<file path="src/rtl/calc_keys_pkg.sv">
// Shared constants and types for the calculator keypad cursor logic.
// The key grid is addressed as {row, col}, so a key code is row*4+col.
package calc_keys_pkg;

    localparam int GRID_ROWS = 6;
    localparam int GRID_COLS = 4;

    localparam logic [4:0] KEY_EXEC  = 5'h13;
    localparam logic [4:0] KEY_BACK  = 5'h16;
    localparam logic [4:0] KEY_CLEAR = 5'h17;

    // Bit positions of the buttons in the packed button vectors.
    // The order of the four directions is also their priority order.
    localparam int BTN_U = 0;
    localparam int BTN_D = 1;
    localparam int BTN_L = 2;
    localparam int BTN_R = 3;
    localparam int BTN_C = 4;

    typedef enum logic [1:0] {
        ST_IDLE   = 2'd0,
        ST_HOLD   = 2'd1,
        ST_REPEAT = 2'd2
    } rpt_state_e;

    typedef enum logic [1:0] {
        DIR_U = 2'd0,
        DIR_D = 2'd1,
        DIR_L = 2'd2,
        DIR_R = 2'd3
    } dir_e;

endpackage

</file>
<file path="src/rtl/button_debouncer.sv">
// Two-flop synchronizer, consecutive-sample debouncer and rising-edge pulse
// for one raw push-button.
module button_debouncer #(
    parameter int DEBOUNCE_CYCLES = 500000
) (
    input  logic clk,
    input  logic rst,
    input  logic btn_raw,
    output logic level,
    output logic press
);

    localparam int              CNT_W    = $clog2(DEBOUNCE_CYCLES) + 1;
    localparam logic [CNT_W-1:0] CNT_LAST = CNT_W'(DEBOUNCE_CYCLES - 1);

    logic             sync1_q, sync2_q;
    logic             stable_q, stable_d;
    logic             stable_dly_q;
    logic             press_q, press_d;
    logic [CNT_W-1:0] cnt_q, cnt_d;

    always_comb begin
        stable_d = stable_q;
        cnt_d    = '0;
        // Any sample matching the stable level restarts the run count.
        if (sync2_q != stable_q) begin
            if (cnt_q == CNT_LAST) begin
                stable_d = sync2_q;
            end else begin
                cnt_d = cnt_q + 1'b1;
            end
        end
        press_d = stable_q & ~stable_dly_q;
    end

    always_ff @(posedge clk) begin
        if (rst) begin
            sync1_q      <= 1'b0;
            sync2_q      <= 1'b0;
            stable_q     <= 1'b0;
            stable_dly_q <= 1'b0;
            press_q      <= 1'b0;
            cnt_q        <= '0;
        end else begin
            sync1_q      <= btn_raw;
            sync2_q      <= sync1_q;
            stable_q     <= stable_d;
            stable_dly_q <= stable_q;
            press_q      <= press_d;
            cnt_q        <= cnt_d;
        end
    end

    assign level = stable_q;
    assign press = press_q;

endmodule

</file>
<file path="src/rtl/keypad_cursor_input.sv">
// Five debounced buttons drive a cursor over the 6x4 key grid, with
// auto-repeat on held direction buttons and an enter pulse on center.
//
// state     | meaning
// ST_IDLE   | no direction being tracked
// ST_HOLD   | direction moved once, waiting out the repeat delay
// ST_REPEAT | direction still held, moving once per repeat period
module keypad_cursor_input
    import calc_keys_pkg::*;
#(
    parameter int DEBOUNCE_CYCLES = 500000,
    parameter int REPEAT_DELAY    = 50000000,
    parameter int REPEAT_PERIOD   = 15000000
) (
    input  logic       clk,
    input  logic       rst,
    input  logic       btn_u,
    input  logic       btn_d,
    input  logic       btn_l,
    input  logic       btn_r,
    input  logic       btn_c,
    output logic [4:0] val,
    output logic       enter_button,
    output logic [2:0] cursor_row,
    output logic [1:0] cursor_col
);

    localparam int TMR_MAX = (REPEAT_DELAY > REPEAT_PERIOD) ? REPEAT_DELAY : REPEAT_PERIOD;
    localparam int TMR_W   = $clog2(TMR_MAX) + 1;
    localparam logic [TMR_W-1:0] DELAY_LD  = TMR_W'(REPEAT_DELAY - 1);
    localparam logic [TMR_W-1:0] PERIOD_LD = TMR_W'(REPEAT_PERIOD - 1);
    localparam logic [2:0]       ROW_MAX   = 3'(GRID_ROWS - 1);
    localparam logic [1:0]       COL_MAX   = 2'(GRID_COLS - 1);

    logic [4:0] raw, lvl, prs;

    assign raw = {btn_c, btn_r, btn_l, btn_d, btn_u};

    for (genvar i = 0; i < 5; i++) begin : g_btn
        button_debouncer #(
            .DEBOUNCE_CYCLES(DEBOUNCE_CYCLES)
        ) u_db (
            .clk    (clk),
            .rst    (rst),
            .btn_raw(raw[i]),
            .level  (lvl[i]),
            .press  (prs[i])
        );
    end

    rpt_state_e       state_q, state_d;
    dir_e             dir_q, dir_d;
    dir_e             ev_dir, move_dir;
    logic [TMR_W-1:0] tmr_q, tmr_d;
    logic [2:0]       row_q, row_d;
    logic [1:0]       col_q, col_d;
    logic [4:0]       val_q, val_d;
    logic             enter_q, enter_d;
    logic             do_move;

    always_comb begin
        state_d  = state_q;
        dir_d    = dir_q;
        tmr_d    = tmr_q;
        row_d    = row_q;
        col_d    = col_q;
        enter_d  = 1'b0;
        do_move  = 1'b0;
        move_dir = dir_q;

        ev_dir = DIR_R;
        for (int i = 3; i >= 0; i--) begin
            if (prs[i]) ev_dir = dir_e'(2'(i));
        end

        if (prs[BTN_C]) begin
            enter_d = 1'b1;
            state_d = ST_IDLE;
        end else if (|prs[3:0]) begin
            do_move  = 1'b1;
            move_dir = ev_dir;
            dir_d    = ev_dir;
            state_d  = ST_HOLD;
            tmr_d    = DELAY_LD;
        end else if (state_q != ST_IDLE) begin
            if (!lvl[dir_q]) begin
                state_d = ST_IDLE;
            end else if (tmr_q == '0) begin
                do_move = 1'b1;
                state_d = ST_REPEAT;
                tmr_d   = PERIOD_LD;
            end else begin
                tmr_d = tmr_q - 1'b1;
            end
        end

        if (do_move) begin
            case (move_dir)
                DIR_U:   row_d = (row_q == 3'd0)   ? ROW_MAX : row_q - 1'b1;
                DIR_D:   row_d = (row_q == ROW_MAX) ? 3'd0    : row_q + 1'b1;
                DIR_L:   col_d = (col_q == 2'd0)   ? COL_MAX : col_q - 1'b1;
                default: col_d = (col_q == COL_MAX) ? 2'd0    : col_q + 1'b1;
            endcase
        end

        val_d = {row_d, col_d};
    end

    always_ff @(posedge clk) begin
        if (rst) begin
            state_q <= ST_IDLE;
            dir_q   <= DIR_U;
            tmr_q   <= '0;
            row_q   <= '0;
            col_q   <= '0;
            val_q   <= '0;
            enter_q <= 1'b0;
        end else begin
            state_q <= state_d;
            dir_q   <= dir_d;
            tmr_q   <= tmr_d;
            row_q   <= row_d;
            col_q   <= col_d;
            val_q   <= val_d;
            enter_q <= enter_d;
        end
    end

    assign val          = val_q;
    assign enter_button = enter_q;
    assign cursor_row   = row_q;
    assign cursor_col   = col_q;

endmodule

</file>
<file path="config.mk">
export PLATFORM = sky130hd
export DESIGN_NAME = keypad_cursor_input
export DESIGN_NICKNAME = d
export VERILOG_FILES = /design/src/rtl/calc_keys_pkg.sv /design/src/rtl/button_debouncer.sv /design/src/rtl/keypad_cursor_input.sv
export SDC_FILE = /design/constraint.sdc
export NUM_CORES = 1
export LEC_CHECK = 0
export ABC_AREA = 1
export BUFFER_PORTS_ARGS = -buffer_cell sky130_fd_sc_hd__clkbuf_2
export CAP_MARGIN = 20
export CORE_ASPECT_RATIO = 2
export CORE_MARGIN = 2
export CORE_UTILIZATION = 65
export CTS_CLUSTER_SIZE = 28
export DETAILED_ROUTE_END_ITERATION = 10
export PLACE_DENSITY = 0.82
export SLEW_MARGIN = 10
export SYNTH_ARGS = -nofsm -noshare
export SYNTH_HDL_FRONTEND = slang
export SYNTH_SLANG_ARGS = --single-unit
</file>
<file path="constraint.sdc">
create_clock -name clk -period 4.2 [get_ports clk]
set_clock_uncertainty 0.1 [all_clocks]
set_input_delay 0.42 -clock clk [delete_from_list [all_inputs] [get_ports clk]]
set_output_delay 0.42 -clock clk [all_outputs]
set_load 0.005 [all_outputs]
</file>
==> flow_summary.toml <==
[floorplan]
start_util = 0.6664
rows = 57
dieArea_mm2 = 0.01347
fp.dieW_um = 83.07
core_area_mm2 = 0.01220
io_pins = 18
die_height_um = 162.1

[global_route]
grt_pass1_wl_um = 30220
grt_pass1_vias = 7334
grt_max_degree = 42
overflow = 0
grt.total_usage = 0.2658
antenna_found_initial = 0

[power_and_ir_drop]
clockPowerShare = 0.500
ir_drop_v = 0.0003715
internal_power_uw = 2501
total_power_uw = 3155
switchingPower_uw = 653.4
power.leakage_uw = 0.003453
comb_power_share = 0.011
power.share.switching = 0.2071
p_seq_frac = 0.490
powerDensity_mw_per_mm2 = 355.4

[timing]
setup_tns_ns = 0
maxClockFrequency_mhz = 475.3
hold_viol_final = 0
setup_viol = 0
finalCriticalPeriod_ns = 2.104
max_slew_margin = 0.4841
drv_slew = 0
worstMarginPinSlew_ns = 0.7717
fin_crit_sh = 0.5010
setup_ws_ns = 2.096
rsz0062_at_grt = "no"

[yosys]
async_reset_ff_frac = 0
yosys_warnings = 0
ys.flop_type = "dfxtp_1"
syn_inst = 1162
ys_seq_area_frac = 0.3991
syn_nets = 1179
ys_types = 45
synth_edf_count = 0
avgSynthCellArea_um2 = 6.994
ys_ff_latch = 162
syn-cell-area_mm2 = 0.008127

[detailed_routing]
wl_um = 17200
wl_per_cell_um = 12.84
drtIter0Drc = 343
ant_nets = 0
drc = 0
dr.pass1.iters = 5
vias = 7342
viasPerCell = 5.483

[place]
gp_congestion = 0.9360
dp_slack_ns = 1.944
dp.cells = 1308
dpl.hpwl_um = 12580
io_buffers = 17

[clocking]
cts_sinks = 162
clk_path_buf_depth = 2
cts_root_buf = "clkbuf_16"
htreeDepth = 4
post_cts_buffers = 0
clk_pin_slew_ns = 0.06
clock_latency_ns = 0.42
hold_buffers = 0
numCtsBuffers = 17
cts_tree = "done"
cts_resized = 0

[outcome]
status = "completed"

[final_layout]
utilization = 0.7278
drive_gt1_frac = 0.1015
fin_nets = 1197
finalNonFillerCells = 1339
multi_input_area_mm2 = 0.004158
seqCellArea_mm2 = 0.003243
syn_to_final_growth_pct = 9.222
n_antenna_cell = 0
fill_cells = 1012

[hold_path]
hold_depth = 3
whs_endpoint = "g_btn[0].u_db.sync1_q"
hold_start = "btn_u"
hp-class = "in2reg"

[worst_setup_path]
startpoint_type = "flip-flop"
crit_path_end_kind = "flip-flop"
r2r_slack_ns = 2.10
cp_max_fo = 20
reg2reg_depth = 8
critPathKind = "reg2reg"
cp.arrival_ns = 2.32
required_ns = 4.41
reg2reg_to = "g_btn[4].u_db.cnt_q[13]"
rr_startpoint = "g_btn[4].u_db.cnt_q[0]"

[flow_run]
maxCapViolations = 0
[sequential cells by signal (all words and copies together), names as in the netlist]
register / cells
g_btn.u_db.stable_dly_q: 5
val: 1
g_btn.u_db.sync1_q: 5
cursor_row: 3
enter_button: 1
tmr_q: 27
cursor_col: 1
state_q: 2
g_btn.u_db.press: 5
dir_q: 2
g_btn.u_db.cnt_q: 100
g_btn.u_db.sync2_q: 5
g_btn.u_db.level: 5
[power by group through the flow]
stage / Clock (µW) / Combinational (µW) / Sequential, µW
floorplan: 0 / 24.8 / 1580
finish: 1580 / 33.5 / 1550
global placement: 0 / 33.5 / 1580
detailed placement: 0 / 33.4 / 1580
global route: 1660 / 38.3 / 1540
CTS: 1590 / 33.8 / 1540
[how the worst max path moves through the flow]
stage | startpoint | end | slack (ns) | depth (start not counted)
2_1_floorplan | g_btn[2].u_db.cnt_q[0] | g_btn[2].u_db.cnt_q[12] | 2.59 | 9
3_3_place_gp | rst | g_btn[4].u_db.cnt_q[17] | 1.97 | 6
3_5_place_dp | rst | g_btn[4].u_db.cnt_q[13] | 1.94 | 6
4_1_cts | g_btn[4].u_db.cnt_q[0] | g_btn[4].u_db.cnt_q[13] | 2.09 | 8
5_1_grt | g_btn[4].u_db.cnt_q[0] | g_btn[4].u_db.cnt_q[19] | 1.89 | 8
6_report | g_btn[4].u_db.cnt_q[0] | g_btn[4].u_db.cnt_q[13] | 2.10 | 8
[stage by stage]
stage          hold WS (ns)  cell area (µm²)
4_1_cts             0.09453             8876
2_1_floorplan        0.2732             8127
5_1_grt              0.1087             8876
6_report             0.1006             8876
3_3_place_gp         0.2780             8275
3_5_place_dp         0.2839             8275
[metal layers]
layer  GRT usage  up-vias  share of wire
met4      0.1453        0          0.038
met1      0.2617     3362           0.38
met2      0.5161      156           0.55
met3     0.04319       63          0.029
met5           0        -              0
li1            -     3761              -
[critical path, stage by stage (launching register included)]
cell	delay, ns
dfxtp_1	0.32
ha_1	0.21
nand2_1	0.09
inv_1	0.06
nand2_1	0.13
nor3_1	0.06
nand4_1	0.13
nand3_1	0.55
nor3_1	0.35
[cells by family after synthesis]
logic type | count (synthesis) | share of synthesized area
simple gates | 670 | 0.3818
buf+inv | 176 | 0.08930
flops | 162 | 0.3991
compound gates | 98 | 0.06482
xor+xnor | 46 | 0.04958
fa+ha+maj | 10 | 0.01540
[synthesized netlist by cell type (all sizes together), types with 2 or more instances]
cell type	instances	area share
buf	17	0.016
ha	10	0.015
xnor2	12	0.013
nor3b	11	0.011
clkinv	2	0.0011
nor2	225	0.11
nor4	6	0.0046
and2	3	0.0026
a31oi	8	0.0062
inv	153	0.071
nand4	34	0.027
nand3	81	0.052
nor3	62	0.043
a21oi	55	0.034
or2	16	0.012
xor2	34	0.037
nand2	230	0.11
o21ai	31	0.021
dfxtp	162	0.40
clkbuf	4	0.0018
[placed cells by master (no fill, tap or decap), drive strengths merged, types with 3 or more instances in the layout]
cell / instances
bufinv: 3
buf: 3
o21ai: 31
dfxtp: 162
and2: 3
nand2: 230
xnor2: 12
ha: 10
nand4: 34
nor2: 225
nor3b: 11
nand3: 81
or2: 16
a31oi: 8
a21oi: 55
clkbuf: 36
clkinv: 7
xor2: 34
nor4: 6
inv: 154
clkinvlp: 3
nor3: 62
[layout make-up]
| cell class | instances | share of cell area |
|---|---|---|
| multi-input combinational | 824 | 0.4684 |
| sequential | 162 | 0.3654 |
| inverter | 155 | 0.06569 |
| clock buffer | 19 | 0.04990 |
| tap | 147 | 0.02072 |
| clock inverter | 12 | 0.01776 |
| timing repair buffer | 20 | 0.01212 |
Note: power is estimated with default switching activity, not from simulation.
